## src/rtl/boomerang_pkg.sv

```systemverilog
// Shared definitions for the boomerang LED sequence counters.
// Holds FSM state encodings and default LED/prescaler settings.
`timescale 1ns/1ps
package boomerang_pkg;

    typedef enum logic [1:0] {
        STATE_IDLE  = 2'd0,
        STATE_COUNT = 2'd1,
        STATE_DONE  = 2'd2
    } state_e;

    localparam int         DEF_COUNT_WIDTH = 24;
    localparam int         DEF_TICK_DIV    = 1500000;
    localparam int         DEF_LED_COUNT   = 4;
    localparam logic [3:0] DEF_LEDS_BEGIN  = 4'b0000;
    localparam logic [3:0] DEF_LEDS_END    = 4'b1111;
    localparam logic [3:0] DEF_LEDS_STEP   = 4'b0001;

endpackage

```

## src/rtl/tick_gen.sv

```systemverilog
// Clock-enable prescaler: one-cycle tick every TICK_DIV enabled cycles.
// Ports: clk, rst_n (async low), en (count enable, clears when low), tick.
`timescale 1ns/1ps
module tick_gen #(
    parameter int COUNT_WIDTH = 24,
    parameter int TICK_DIV    = 1500000
) (
    input  logic clk,
    input  logic rst_n,
    input  logic en,
    output logic tick
);

    localparam logic [COUNT_WIDTH-1:0] LAST = COUNT_WIDTH'(TICK_DIV - 1);

    logic [COUNT_WIDTH-1:0] cnt_q;
    logic [COUNT_WIDTH-1:0] cnt_d;

    always_comb begin
        cnt_d = '0;
        if (en && (cnt_q != LAST)) begin
            cnt_d = cnt_q + 1'b1;
        end
    end

    always_ff @(posedge clk or negedge rst_n) begin
        if (!rst_n) begin
            cnt_q <= '0;
        end else begin
            cnt_q <= cnt_d;
        end
    end

    assign tick = en && (cnt_q == LAST);

endmodule

```

## src/rtl/count_back.sv

```systemverilog
// Return leg of the boomerang: steps led down from LEDS_END to LEDS_BEGIN.
// Ports: clk, rst_n, go (level start), led, busy (COUNT), done (DONE).
`timescale 1ns/1ps
module count_back
    import boomerang_pkg::*;
#(
    parameter int                   COUNT_WIDTH = DEF_COUNT_WIDTH,
    parameter int                   TICK_DIV    = DEF_TICK_DIV,
    parameter int                   LED_COUNT   = DEF_LED_COUNT,
    parameter logic [LED_COUNT-1:0] LEDS_BEGIN  = LED_COUNT'(DEF_LEDS_BEGIN),
    parameter logic [LED_COUNT-1:0] LEDS_END    = LED_COUNT'(DEF_LEDS_END),
    parameter logic [LED_COUNT-1:0] LEDS_STEP   = LED_COUNT'(DEF_LEDS_STEP)
) (
    input  logic                 clk,
    input  logic                 rst_n,
    input  logic                 go,
    output logic [LED_COUNT-1:0] led,
    output logic                 busy,
    output logic                 done
);

    state_e               state_q;
    logic [LED_COUNT-1:0] led_q;
    logic [LED_COUNT-1:0] led_d;
    logic                 busy_q;
    logic                 done_q;
    logic                 tick;

    tick_gen #(
        .COUNT_WIDTH (COUNT_WIDTH),
        .TICK_DIV    (TICK_DIV)
    ) u_tick (
        .clk   (clk),
        .rst_n (rst_n),
        .en    (state_q == STATE_COUNT),
        .tick  (tick)
    );

    // Clamp at LEDS_BEGIN so the last step never wraps below it.
    always_comb begin
        led_d = led_q - LEDS_STEP;
        if ((led_q - LEDS_BEGIN) < LEDS_STEP) begin
            led_d = LEDS_BEGIN;
        end
    end

    always_ff @(posedge clk or negedge rst_n) begin
        if (!rst_n) begin
            state_q <= STATE_IDLE;
            led_q   <= LEDS_END;
            busy_q  <= 1'b0;
            done_q  <= 1'b0;
        end else begin
            case (state_q)
                STATE_IDLE: begin
                    led_q <= LEDS_END;
                    if (go) begin
                        state_q <= STATE_COUNT;
                        busy_q  <= 1'b1;
                    end
                end
                STATE_COUNT: begin
                    // go is ignored here; the sequence always completes.
                    if (tick) begin
                        if (led_q == LEDS_BEGIN) begin
                            state_q <= STATE_DONE;
                            busy_q  <= 1'b0;
                            done_q  <= 1'b1;
                        end else begin
                            led_q <= led_d;
                        end
                    end
                end
                STATE_DONE: begin
                    led_q <= LEDS_BEGIN;
                    // Re-arm only once go has dropped.
                    if (!go) begin
                        state_q <= STATE_IDLE;
                        led_q   <= LEDS_END;
                        done_q  <= 1'b0;
                    end
                end
                default: begin
                    state_q <= STATE_IDLE;
                    led_q   <= LEDS_END;
                    busy_q  <= 1'b0;
                    done_q  <= 1'b0;
                end
            endcase
        end
    end

    assign led  = led_q;
    assign busy = busy_q;
    assign done = done_q;

endmodule

```

## config.mk

```make
export PLATFORM = sky130hd
export DESIGN_NAME = count_back
export DESIGN_NICKNAME = d
export VERILOG_FILES = /design/src/rtl/boomerang_pkg.sv /design/src/rtl/tick_gen.sv /design/src/rtl/count_back.sv
export SDC_FILE = /design/constraint.sdc
export NUM_CORES = 1
export LEC_CHECK = 0
export BUFFER_PORTS_ARGS = -buffer_cell sky130_fd_sc_hd__buf_4
export CAP_MARGIN = 5
export CORE_UTILIZATION = 50
export DETAILED_ROUTE_END_ITERATION = 8
export GPL_TIMING_DRIVEN = 0
export PLACE_DENSITY = 0.77
export SLEW_MARGIN = 10
export SYNTH_ARGS = -nofsm -noshare
export SYNTH_HDL_FRONTEND = slang
export SYNTH_SLANG_ARGS = --single-unit
```

## constraint.sdc

```tcl
create_clock -name clk -period 1.65 [get_ports clk]
set_input_delay 0.33 -clock clk [delete_from_list [all_inputs] [get_ports clk]]
set_output_delay 0.33 -clock clk [all_outputs]
set_load 0.005 [all_outputs]
```

* Yosys cells after proc, flatten, opt, wreduce, memory -nomap -nowiden *
Index checks and enable logic that the tools add are counted.

storage, ports and cells
  flip-flop bits (word level) = 32
  latch bits = 0
  bits in writable memories = 0
  memory bits (read-only) = 0
  input port bits = 3
  output and inout bits = 6
  logic and storage cells = 46
  memories kept = 0

cells by class
  add/subtract/negate cells = 2
  $mul = 0
  divide/modulo/power cells = 0
  order comparisons = 1
  equal/unequal tests = 9
  shifts and indexed selects = 0
  muxes and demuxes = 19
  bitwise logic cells = 2
  reductions and logical operators = 8

operators by type and width
  cell                     count
  $add A24 B1 Y24 const B  1
  $eq A24 B21 Y1 const B   1
  $mux W24                 1
  $ne A24 B21 Y1 const B   1
  $mux W4                  4
  $reduce_and A4 Y1        3
  $ne A2 B2 Y1 const B     5
  $mux W2                  4
  $pmux W4 S2              1
  $mux W1                  6
  $pmux W1 S3              2
  $pmux W2 S3              1
  $logic_not A4 Y1         1
  $lt A4 B1 Y1 const B     1
  $sub A4 B1 Y4 const B    1
  $eq A2 B1 Y1 const B     1
  $eq A2 B2 Y1 const B     1
  $logic_and A1 B1 Y1      2
  $logic_not A2 Y1         1
  $not A1 Y1               2
  $reduce_and A2 Y1        1

* Depth between registers and ports, before layout *
  depth in word-level cells = 5
  gate-level depth with buffers = 7

* Hierarchy *
Synthesis repeated with hierarchy kept, for this count alone.

unflattened totals
  cell total of the unflattened synthesis = 196
  area, all modules = 1843.0 um^2

by module, submodules not included
  module      instances  cells an instance  area each (um^2)
  tick_gen    1          138                1297.5
  count_back  1          58                 545.5

* Worst setup path after synthesis *
No wires, ideal clock.

  kind = reg-to-reg
  start point = register u_tick.cnt_q[0]
  end point = register u_tick.cnt_q[18]
  arrival = 1661 ps
  setup slack = -132 ps
  cell stages (with the launch flop) = 7
  buffers on the path = 0
  clock period less this slack = 1782 ps
  cells stage by stage = dfrtp_1 ha_1 nand4_2 nor4_1 nand4_1 xor2_1 nor2_1

between the ends
  longest elaborated chain between the ends = 3
  elaborated cells on any way between the ends = 4
  classes of those cells = 1 x add/sub; 1 x eq/ne; 1 x mux; 1 x reduce/logical

ends and longest elaborated chain
  element                                                                  line            text
  start, declared                                                          tick_gen.sv:16  logic [COUNT_WIDTH-1:0] cnt_q;
  start signal, assigned                                                   tick_gen.sv:30  cnt_q <= cnt_d;
  parallel branches: the longest is 2 deep, another holds $add A24 B1 Y24  --
  $mux W24 *                                                               tick_gen.sv:21  if (en && (cnt_q != LAST)) begin
  named net u_tick.cnt_d[18]                                               tick_gen.sv:17  logic [COUNT_WIDTH-1:0] cnt_d;

Mark *: on every way through the listed nets, which the timed path passes.
A chain may end at the register's enable or synchronous reset.

* Worst setup path after layout *
  start point = register u_tick.cnt_q[14]
  end point = register led_q[3] (netlist: led[3])

between the ends
  longest elaborated chain between the ends = 4

ends and longest elaborated chain
  element                      line              text
  $eq A24 B21 Y1               tick_gen.sv:34    assign tick = en && (cnt_q == LAST);
  $logic_and A1 B1 Y1          tick_gen.sv:34
  $ne A2 B2 Y1 (no line)       --
  $reduce_and A2 Y1 (no line)  --
  end signal, assigned         count_back.sv:70  led_q <= led_d;
  end, declared                count_back.sv:23  logic [LED_COUNT-1:0] led_q;

No other way between the ends.

==> impl_metrics.ini <==
[global_routing]
grt_pass1_vias = 1441
antenna_found_initial = 0
grt_util_all_layers = 0.2378
grt_pass1_wl_um = 6403
overflow = 0
grt_max_degree = 33

[layout]
synthToLayoutAreaGrowth_pct = 40.00
final_cells = 265
n_fill_cell = 236
final_nets = 227
drive_above_1_share = 0.4384
antenna_cells = 0
final-seq-area_um2 = 817.0
final_common_cell = buf_4
multi_input_area_um2 = 1146
post-route-util = 0.7349
layout_common_cells = buf_4 (25), nor2_1 (19), dfrtp_1 (19)

[timing]
setup_ws_ns = -0.2172
setup_tns_ns = -3.917
min_period_over_period = 1.132
clock_skew_ns = 0.01806
slew_violations = 0
min_period_ns = 1.867
hold_viol_final = 0
fmax_mhz = 535.6
rsz0062_at_grt = yes
finalSetupViolations = 30
relSlewSlack = 0.7273
worst_pin_slew_ns = 0.4091

[placed_design]
post-place-ws_ns = -0.3326
dpl.hpwl_um = 2517
place_inst = 231
place.gp.congestion = 0.7965
io_buffers = 8

[floorplan]
io_pins = 9
start_util = 0.5249
die_h_um = 61.19
dieWidth_um = 61.19
core_area_um2 = 3337
dieArea_um2 = 3744
rows = 21

[logic_synthesis]
yosys.area_share.simple = 0.2507
ys_seq_area_frac = 0.4600
synthCells = 177
syn_avg_cell_area_um2 = 9.896
synthesis.nets = 186
synth-async-reset-ratio = 1.000
synth_top_family_by_area = simple AND/OR/NAND/NOR gates
synth-compound-area-share = 0.1021
ys_warn_count = 0
synth_top_flop_cell = dfrtp_1
synth_edf_count = 0
ys_seq_elements = 32
syn_area_um2 = 1752
synthMuxAreaShare = 0.01214
synth_xor_area_frac = 0.1050
ys_types = 41
synthAdderAreaFrac = 0.04286

[hold_path]
min_from = go
hold_path_class = in2reg

[cts]
cts.sinks = 32
cts_tree = done
root_buffer = clkbuf_4
clkLatencyLatePin_ns = 0.34
ctsLongestPathBuffers = 2
h-tree-depth = 2
cts_inserted_buffers = 5
clk_pin_slew_ns = 0.11

[run_status]
outcome = complete, but fails checks
violations = setup timing

[power]
combPwrFrac = 0.472
switching_share = 0.3712
power_frac_seq = 0.373
pwr-share-clk = 0.156
fin_total_pwr_mw = 2.820
power_density_nw_per_um2 = 1150
ir_drop_v = 0.0007873
p_int_mw = 1.773
leakage_nw = 1.054
power_switching_mw = 1.047

[worst_setup_path]
crit_fanout = 4
worstSetupPathType = reg2reg
cp.arrival_ns = 2.14
worstPathRequired_ns = 1.92
critPathLaunch = u_tick.cnt_q[14]
reg2reg_from = u_tick.cnt_q[14]
endpoint_kind = flip-flop
critPathLaunchType = flip-flop

[drt]
drc_errors = 0
ant_nets = 0
via_per_inst = 5.638
wire_per_inst_um = 16.40
num_vias = 1494
first_pass_iters = 5
routed_wl_um = 4347
drtIter0Drc = 82

[run]
maxCapViolations = 0
==> cells by family (layout without fill, tap and decap cells) <==
| kind of cell | count (synthesis) | in the layout |
|---|---|---|
| muxes | 2 | 2 |
| DFF | 32 | 32 |
| buffers and inverters | 12 | 54 |
| xor gates and xnor gates | 21 | 21 |
| AOI/OAI and AO/OA | 24 | 24 |
| and+or+nand+nor | 80 | 80 |
| adders and majority gates | 6 | 6 |
==> power groups by stage <==
stage	clock network [mW]	registers (mW)	logic, mW
2_1_floorplan	0	1.04	0.552
3_3_place_gp	0	1.05	0.764
3_5_place_dp	0	1.06	0.810
4_1_cts	0.439	1.05	0.961
5_1_grt	0.485	1.07	1.43
6_report	0.439	1.05	1.33
==> critical path, stage by stage, from the launching register on <==
cell     delay (ns)
dfrtp_1        0.41
nand2_1        0.12
or3_4          0.45
or3_4          0.44
o21ai_4        0.16
o221a_1        0.21
==> synth_stat cells (3+ instances only) <==
library cell,n,area [um^2]
a21oi_1,6,30.03
a31oi_1,3,18.77
and3_1,4,25.02
dfrtp_1,28,700.7
dfstp_2,4,105.1
ha_1,6,75.07
inv_1,9,33.78
nand2_1,12,45.04
nand3_1,8,40.04
nand4_1,4,25.02
nand4_2,3,37.54
nor2_1,32,120.1
nor3_1,4,20.02
o21a_1,3,22.52
xnor2_1,11,96.34
xor2_1,10,87.58
==> stage by stage <==
step | cell area [um^2] | hold WS (ns)
finish | 2452 | 0.4105
global route | 2452 | 0.4244
CTS | 2201 | 0.3924
detailed placement | 1892 | 0.2895
global placement | 1892 | 0.2830
floorplan | 1774 | 0.03441
==> what timing repair did <==
action                     4_1_cts  5_1_grt
hold endpoints to repair        28        0
gates cloned                     1        1
setup endpoints to repair       31       31
pin swaps                       15       18
setup buffers                   14        9
gates resized for setup         35       34
hold buffers                     1        0
==> routing by layer <==
layer	vias to the layer above	track usage	part of all wire
li1	704	-	-
met4	0	0.08117	0.0097
met1	761	0.2714	0.41
met5	-	0	0
met3	6	0.05462	0.028
met2	23	0.4348	0.56
==> sequential cells by signal, indices dropped and copies added, names as in the netlist <==
signal	cells
u_tick.cnt_q	24
led	4
state_q	2
busy	1
done	1
==> final cells by class <==
class | count | area share
Multi-Input combinational cell | 133 | 0.4673
Sequential cell | 32 | 0.3332
Timing Repair Buffer | 34 | 0.1265
Tap cell | 46 | 0.02347
Clock buffer | 7 | 0.01837
Buffer | 3 | 0.01531
Inverter | 9 | 0.01378
Clock inverter | 1 | 0.002041
==> worst paths after layout <==
kind | slack (ns) | endpoint | depth (start not counted)
min in group asynchronous | 0.45 | u_tick.cnt_q[13] | 2
setup reg to reg | -0.22 | led[3] | 5
max in group asynchronous | 0.85 | led[1] | 2
setup / recovery | -0.22 | led[3] | 5
hold / removal | 0.41 | led[2] | 4
hold reg to reg | 0.54 | led[1] | 1
(Power assumes the default switching activity.)
